$ cat config.mk
export PLATFORM = sky130hd
export DESIGN_NAME = kronos_lsu_seq
export DESIGN_NICKNAME = d
export VERILOG_FILES = /design/src/rtl/kronos_lsu_seq.sv
export SDC_FILE = /design/constraint.sdc
export NUM_CORES = 1
export LEC_CHECK = 0
export BUFFER_PORTS_ARGS = -buffer_cell sky130_fd_sc_hd__clkbuf_2
export CORE_ASPECT_RATIO = 0.8
export CORE_MARGIN = 2
export CORE_UTILIZATION = 48
export CTS_CLUSTER_SIZE = 40
export DETAILED_ROUTE_END_ITERATION = 8
export GPL_ROUTABILITY_DRIVEN = 1
export MAX_ROUTING_LAYER = met4
export PLACE_DENSITY = 0.8
export SYNTH_ARGS = -nofsm -noshare
export SYNTH_HDL_FRONTEND = slang
export SYNTH_SLANG_ARGS = --single-unit
$ cat constraint.sdc
create_clock -name clk -period 2 [get_ports clk]
set_clock_uncertainty 0.1 [all_clocks]
set_input_delay 0.4 -clock clk [delete_from_list [all_inputs] [get_ports clk]]
set_output_delay 0.4 -clock clk [all_outputs]
set_load 0.005 [all_outputs]
$ cat src/rtl/kronos_lsu_seq.sv
// Load/store unit sequencer: accepts one memory op from execute, runs a single
// bus transaction with timeout, and returns aligned/extended load data for writeback.
module kronos_lsu_seq #(
    parameter int unsigned BUS_TIMEOUT = 256
) (
    input  logic        clk,
    input  logic        rst,

    input  logic        ex_vld,
    output logic        ex_rdy,
    input  logic        ex_ld,
    input  logic        ex_st,
    input  logic [1:0]  ex_size,
    input  logic        ex_uns,
    input  logic [31:0] ex_addr,
    input  logic [31:0] ex_wdata,
    input  logic [4:0]  ex_rd,

    output logic        data_req,
    output logic        data_we,
    output logic [31:0] data_addr,
    output logic [3:0]  data_mask,
    output logic [31:0] data_wdata,
    input  logic [31:0] data_rdata,
    input  logic        data_ack,

    output logic        wb_vld,
    output logic [4:0]  wb_rd,
    output logic [31:0] wb_data,

    output logic        err_misalign,
    output logic        err_bus
);

    localparam logic [0:0] IDLE = 1'b0;
    localparam logic [0:0] BUSY = 1'b1;

    localparam int unsigned CNT_W = (BUS_TIMEOUT > 1) ? $clog2(BUS_TIMEOUT) : 1;
    localparam logic [CNT_W-1:0] CNT_LAST = CNT_W'((BUS_TIMEOUT == 0) ? 0 : BUS_TIMEOUT - 1);

    logic [0:0]       state;
    logic [CNT_W-1:0] cnt;

    // Attributes of the in-flight op needed to shape the load result.
    logic             op_ld;
    logic [4:0]       op_rd;
    logic [1:0]       op_size;
    logic             op_uns;
    logic [1:0]       op_off;

    logic             accept;
    logic             misaligned;
    logic [3:0]       mask_nxt;
    logic [31:0]      wdata_nxt;
    logic [7:0]       ld_byte;
    logic [15:0]      ld_half;
    logic [31:0]      ld_data;

    assign ex_rdy   = (state == IDLE) && !rst;
    assign accept   = ex_vld && ex_rdy && (ex_ld || ex_st);
    assign data_req = (state == BUSY);

    always_comb begin
        misaligned = 1'b0;
        mask_nxt   = 4'b1111;
        wdata_nxt  = ex_wdata;
        case (ex_size)
            2'b00: begin
                mask_nxt  = 4'b0001 << ex_addr[1:0];
                wdata_nxt = {4{ex_wdata[7:0]}};
            end
            2'b01: begin
                misaligned = ex_addr[0];
                mask_nxt   = 4'b0011 << {ex_addr[1], 1'b0};
                wdata_nxt  = {2{ex_wdata[15:0]}};
            end
            2'b10: begin
                misaligned = (ex_addr[1:0] != 2'b00);
            end
            default: begin
                misaligned = 1'b1;
            end
        endcase
    end

    always_comb begin
        ld_byte = data_rdata[7:0];
        case (op_off)
            2'd0: ld_byte = data_rdata[7:0];
            2'd1: ld_byte = data_rdata[15:8];
            2'd2: ld_byte = data_rdata[23:16];
            default: ld_byte = data_rdata[31:24];
        endcase
        ld_half = op_off[1] ? data_rdata[31:16] : data_rdata[15:0];
        case (op_size)
            2'b00:   ld_data = {{24{~op_uns & ld_byte[7]}}, ld_byte};
            2'b01:   ld_data = {{16{~op_uns & ld_half[15]}}, ld_half};
            default: ld_data = data_rdata;
        endcase
    end

    always_ff @(posedge clk) begin
        if (rst) begin
            state        <= IDLE;
            cnt          <= '0;
            op_ld        <= 1'b0;
            op_rd        <= '0;
            op_size      <= '0;
            op_uns       <= 1'b0;
            op_off       <= '0;
            data_we      <= 1'b0;
            data_addr    <= '0;
            data_mask    <= '0;
            data_wdata   <= '0;
            wb_vld       <= 1'b0;
            wb_rd        <= '0;
            wb_data      <= '0;
            err_misalign <= 1'b0;
            err_bus      <= 1'b0;
        end else begin
            wb_vld       <= 1'b0;
            err_misalign <= 1'b0;
            err_bus      <= 1'b0;
            case (state)
                IDLE: begin
                    if (accept) begin
                        if (misaligned) begin
                            err_misalign <= 1'b1;
                        end else begin
                            state      <= BUSY;
                            cnt        <= '0;
                            op_ld      <= ex_ld;
                            op_rd      <= ex_rd;
                            op_size    <= ex_size;
                            op_uns     <= ex_uns;
                            op_off     <= ex_addr[1:0];
                            // ld wins when both are set, so a write needs ld low.
                            data_we    <= !ex_ld;
                            data_addr  <= {ex_addr[31:2], 2'b00};
                            data_mask  <= mask_nxt;
                            data_wdata <= wdata_nxt;
                        end
                    end
                end
                default: begin
                    if (data_ack) begin
                        state <= IDLE;
                        if (op_ld && (op_rd != 5'd0)) begin
                            wb_vld  <= 1'b1;
                            wb_rd   <= op_rd;
                            wb_data <= ld_data;
                        end
                    end else if ((BUS_TIMEOUT != 0) && (cnt == CNT_LAST)) begin
                        state   <= IDLE;
                        err_bus <= 1'b1;
                    end else begin
                        cnt <= cnt + CNT_W'(1);
                    end
                end
            endcase
        end
    end

endmodule

==> flow_summary.yaml, run 1 <==
pwr:
  p_sw_mw: 1.50
  combPwrFrac_pct: 8.7
  seq_power_share_pct: 40.2
  powerDensity_nw_per_um2: 879
  p_clk_share_pct: 51.1
  swShare_pct: 23.0
  cellLeakagePower_nw: 3.18
  intPower_mw: 5.04
  ir_worst_vdd_v: 0.000626
timing:
  maxSlewViolCount: 0
  max_freq_mhz: 564
  fin_tns_setup_ps: 0
  hold_slack_ps: 98.3
  worst_pin_slew_ps: 797
  final.min_clock_period_ps: 1770
  finalHoldViolations: 0
  period_share_pct: 88.7
  relSlewSlack_pct: 46.9
  finalSetupViolCount: 0
  rsz0062_at_grt: "false"
synthesis:
  syn_inst: 656
  synthArstFlopShare_pct: 0
  syn_area_um2: 5490
  synth_flop_cell: "dfxtp_1"
  synth_edf_count: 0
  yosys_warnings: 0
  netlist-cell-type-count: 56
  ys_seq_area_share_pct: 46.3
  syn_area_per_cell_um2: 8.37
  synth_seq_cells: 127
die:
  die_height_um: 99.7
  die-area_um2: 12300
  coreArea_um2: 11000
  io_pins: 221
  start_util_pct: 49.9
  rows: 34
  die_w_um: 124
cells_and_area:
  area.growth.synth_to_final_pct: 35.5
  nets: 981
  design_area_um2: 7440
  final_cell_mix: "clkbuf_2 (218), nand2_1 (152), dfxtp_1 (127)"
  n_antenna_cell: 0
  final_common_cell: "clkbuf_2"
  final_layout_size_suffix_gt1_share_pct: 35.4
grt:
  antenna_found_initial: 0
  grt_overflow: 0
  grt_pass1_wl_um: 25300
  grt_pass1_vias: 5233
  grt.total_usage_pct: 26.8
  grt_max_degree: 77
worst_setup_path:
  crit_slowest_cell: "dfxtp_1"
  crit_path_start_kind: "flop"
  worstPathRequired_ps: 2200
  crit_family: "flip-flops"
  path_cells: "nor2b_2 -> mux2_2 -> a2bb2oi_1 -> a31oi_1"
  crit_buf_inv: 0
  path_max_fanout: 11
  max_stage_delay_ps: 530
  crit_arrival_ps: 1970
  path_class: "reg -> reg"
  critPathCaptureType: "flop"
cts:
  htreeDepth: 4
  clkLatencyLatePin_ps: 420
  clock_tree.buffer_depth: 2
  cts_tree: "yes"
  cts-root-buf: "clkbuf_16"
  cts_resized: 0
  cts.sink_count: 127
  cts_hold_buf: 0
  clk_pin_slew_ps: 60
  cts_buffers: 17
  post_cts_buffers: 0
flow_run:
  maxCapViolations: 0
drt:
  viasPerCell: 5.38
  drc_errors: 0
  wire_per_inst_um: 15.4
  drt_iter0_markers: 378
  num_vias: 5529
  dr.pass1.iters: 5
  final_antenna_net_count: 0
  routed_wl_um: 15800
min_path:
  min_path_type: "in -> reg"
status:
  status: "finished clean"
placed_design:
  placedInstanceArea_um2: 6790
  place.gp.congestion: 0.883
  portBuffers: 218
  place_hpwl_um: 11000
[cell families after synthesis]
family | synth area share [%]
simple gates | 19.6
compound gates | 23.9
flops | 46.3
buf+inv | 5.74
mux | 3.67
xor+xnor | 0.478
fa+ha+maj | 0.228
other cells | 0.0683
[metrics by stage]
step / cells / worst slack (ps) / util (%) / power (mW)
detailed placement: 995 / 22.9 / 61.6 / 3.24
finish: 1027 / 227 / 67.5 / 6.54
CTS: 1027 / 229 / 67.5 / 6.57
floorplan: 657 / 298 / - / 2.96
global route: 1027 / 85.8 / 67.5 / 6.77
global placement: 995 / 118 / 61.6 / 3.24
[worst min-delay path, stage by stage]
cell and delay, ps:
clkbuf_2 80, nand2_1 40, a21oi_1 50
[routing by layer]
| layer | part of all wire (%) | up-vias | wire [um] | GRT usage (%) |
|---|---|---|---|---|
| met5 | 0 | - | 0 | - |
| met4 | 2.7 | 0 | 431 | 11.7 |
| met3 | 6.9 | 40 | 1090 | 6.25 |
| met2 | 46 | 231 | 7210 | 39.8 |
| met1 | 45 | 2518 | 7100 | 34.7 |
| li1 | - | 2740 | - | - |
[power groups by stage]
stage / logic [mW] / clock network [mW] / registers (mW)
after CTS: 0.565 / 3.38 / 2.63
after global routing: 0.624 / 3.51 / 2.63
after detailed placement: 0.562 / 0 / 2.68
after floorplan: 0.279 / 0 / 2.68
after global placement: 0.553 / 0 / 2.68
final: 0.567 / 3.34 / 2.63
[final cells by class]
| class | instances | area [um2] |
|---|---|---|
| clock buffer | 20 | 467 |
| sequential | 127 | 2540 |
| inverter | 5 | 18.8 |
| clock inverter | 12 | 184 |
| tap | 144 | 180 |
| multi-input combinational | 471 | 2660 |
| fill | 927 | 3580 |
| timing repair buffer | 248 | 1390 |
[registers in the layout (all words and copies together), names as in the netlist, 2 cells and up]
register    count
op_rd           5
data_mask       4
wb_rd           5
wb_data        32
op_off          2
op_size         2
data_wdata     32
data_addr      30
cnt             8
[path summary, 6_finish.rpt]
kind              slack [ps]                      start                    endpoint  depth (start not counted)
setup / recovery         230     op_off[0]$_SDFFE_PP0P_     wb_data[5]$_SDFFE_PP0P_                          4
hold / removal           100                ex_addr[11]  data_addr[11]$_SDFFE_PP0P_                          3
setup reg to reg         230     op_off[0]$_SDFFE_PP0P_     wb_data[5]$_SDFFE_PP0P_                          4
hold reg to reg          350  data_addr[3]$_SDFFE_PP0P_   data_addr[3]$_SDFFE_PP0P_                          2
[Yosys cell counts (2+ instances only)]
library cell  count  share of area (%)
mux2_2            7                1.4
a31o_2            2               0.32
clkbuf_1         23                1.6
nor2_1           27                1.8
nor2b_1           3               0.34
o21ai_0          23                2.1
a211oi_1          3               0.41
o211ai_1          7               0.96
a21oi_1          83                7.6
buf_6             6                1.2
a21oi_2          11                1.8
dfxtp_1         127                 46
nor4bb_1          7                1.3
nand4_1           3               0.34
buf_4             3               0.41
nand2b_1         10                1.1
nand2_1         152                 10
a31oi_1          13                1.5
nand3_1           7               0.64
o21ai_1          24                2.2
a22oi_1          11                1.5
a221o_1           8                1.5
buf_1             2               0.14
inv_1             4               0.27
a2bb2oi_1         7                1.1
nor2_2            2               0.23
and3_1            9                1.0
a311oi_1         10                1.6
nor3_1            8               0.73
buf_2            18                1.6
mux2i_1          10                1.8
xnor2_1           2               0.32
No activity file was read; power rests on OpenSTA's default activity.
==> inputs of run 2 (changes only) <==
--- a/config.mk
+++ b/config.mk
@@ -7,7 +7,6 @@
 export LEC_CHECK = 0
 export BUFFER_PORTS_ARGS = -buffer_cell sky130_fd_sc_hd__clkbuf_2
 export CORE_ASPECT_RATIO = 0.8
-export CORE_MARGIN = 2
 export CORE_UTILIZATION = 48
 export CTS_CLUSTER_SIZE = 40
 export DETAILED_ROUTE_END_ITERATION = 8
==> flow_summary.yaml, run 2 (same netlist as run 1, synthesis figures left out) <==
status:
  status: "finished clean"
worst_setup_path:
  regToRegEndpoint: "data_wdata[17]$_SDFFE_PP0P_"
  ff2ff_setup_slack_ps: 110
  crit_path_start_kind: "flop"
  path_class: "reg -> reg"
  cp-startpoint: "data_req$_SDFF_PP0_"
  endpoint: "data_wdata[17]$_SDFFE_PP0P_"
  critPathCaptureType: "flop"
  reg2reg_depth: 4
  r2r_start: "data_req$_SDFF_PP0_"
  path_max_fanout: 8
  crit_arrival_ps: 2130
  worstPathRequired_ps: 2240
timing:
  final.min_clock_period_ps: 1890
  relSlewSlack_pct: 45.8
  maxSlewViolCount: 0
  max_freq_mhz: 528
  period_share_pct: 94.6
  worst_pin_slew_ps: 813
  finalSetupViolCount: 0
  rsz0062_at_grt: "false"
  finalHoldViolations: 0
  fin_tns_setup_ps: 0
cells_and_area:
  final_layout_size_suffix_gt1_share_pct: 35.0
  post-route-util_pct: 67.0
  final_cell_mix: "clkbuf_2 (218), nand2_1 (152), dfxtp_1 (127)"
  nets: 977
  final_common_cell: "clkbuf_2"
  final_cells: 1023
  top_regs: "data_wdata x32, wb_data x32, data_addr x30"
  n_antenna_cell: 0
  area.growth.synth_to_final_pct: 34.4
  design_area_um2: 7380
grt:
  grt.total_usage_pct: 27.2
  antenna_found_initial: 0
  grt_max_degree: 77
  grt_pass1_wl_um: 24900
  grt_overflow: 0
  grt_pass1_vias: 5187
pwr:
  combPwrFrac_pct: 8.9
  swShare_pct: 23.5
  cellLeakagePower_nw: 3.16
  intPower_mw: 4.84
  ir_worst_vdd_v: 0.000582
  p_sw_mw: 1.49
  seq_power_share_pct: 41.5
  totalPowerFinal_mw: 6.33
  p_clk_share_pct: 49.6
  powerDensity_nw_per_um2: 858
die:
  coreArea_um2: 11000
  die-area_um2: 11900
  rows: 34
  start_util_pct: 49.9
  die_w_um: 122
  die_height_um: 97.7
  io_pins: 221
placed_design:
  dp_cells: 991
  placedInstanceArea_um2: 6770
  place_hpwl_um: 10700
  place.gp.congestion: 0.848
  portBuffers: 218
drt:
  drt_iter0_markers: 319
  wire_per_inst_um: 15.1
  routed_wl_um: 15400
  dr.pass1.iters: 5
  viasPerCell: 5.47
  drc_errors: 0
  final_antenna_net_count: 0
  num_vias: 5596
min_path:
  min_path_type: "in -> reg"
cts:
  cts_hold_buf: 0
  cts.sink_count: 127
  cts_resized: 0
  clk_pin_slew_ps: 60
  clkLatencyLatePin_ps: 410
  clock_tree.buffer_depth: 2
  htreeDepth: 4
  cts-root-buf: "clkbuf_16"
  cts_tree: "yes"
  post_cts_buffers: 0
  cts_buffers: 17
flow_run:
  maxCapViolations: 0
[run 2: changes by cell type in the layout (fill, tap and decap cells not counted), sizes merged]
cell	before	now
clkinv	4	8
clkbuf	238	237
bufinv	4	3
buf	30	26
inv	4	5
clkinvlp	5	2
[run 2: worst min path at each step]
stage / from / to / slack [ps] / depth (start not counted)
CTS: ex_addr[14] / data_addr[14]$_SDFFE_PP0P_ / 100 / 3
global placement: data_wdata[30]$_SDFFE_PP0P_ / data_wdata[30]$_SDFFE_PP0P_ / 340 / 2
floorplan: op_ld$_SDFFE_PP0P_ / op_ld$_SDFFE_PP0P_ / 330 / 2
detailed placement: data_addr[7]$_SDFFE_PP0P_ / data_addr[7]$_SDFFE_PP0P_ / 350 / 2
global route: ex_addr[14] / data_addr[14]$_SDFFE_PP0P_ / 100 / 3
finish: ex_addr[5] / data_addr[5]$_SDFFE_PP0P_ / 110 / 3
[run 2: area by class of cell]
| type | instances | area, um2 |
|---|---|---|
| fill | 951 | 3640 |
| multi-input combinational | 471 | 2660 |
| sequential | 127 | 2540 |
| timing repair buffer | 244 | 1370 |
| clock buffer | 19 | 443 |
| tap | 144 | 180 |
| clock inverter | 13 | 164 |
| inverter | 5 | 18.8 |
[run 2: per-stage QoR]
step	setup WS [ps]	hold WS [ps]
CTS	141	95.3
global placement	110	342
finish	108	108
floorplan	298	332
detailed placement	22.0	347
global route	15.6	101
[run 2: critical path: stages (launching register included)]
cell and delay [ps]:
dfxtp_1 370, nor2_2 270, o2111ai_4 270, nor2_1 550, a221o_1 270
[run 2: power groups by stage]
stage / combinational, mW / sequential [mW] / clock (mW)
after detailed placement: 0.557 / 2.68 / 0
final: 0.563 / 2.63 / 3.14
after global routing: 0.617 / 2.63 / 3.31
after CTS: 0.560 / 2.63 / 3.18
after global placement: 0.549 / 2.68 / 0
after floorplan: 0.279 / 2.68 / 0
[run 2: routing by layer]
metal / up-vias / global-route usage [%] / share of wire [%]
li1: 2740 / - / -
met1: 2561 / 34.3 / 44
met2: 259 / 41.0 / 46
met3: 36 / 7.22 / 7.3
met4: 0 / 11.2 / 2.5
met5: - / - / 0
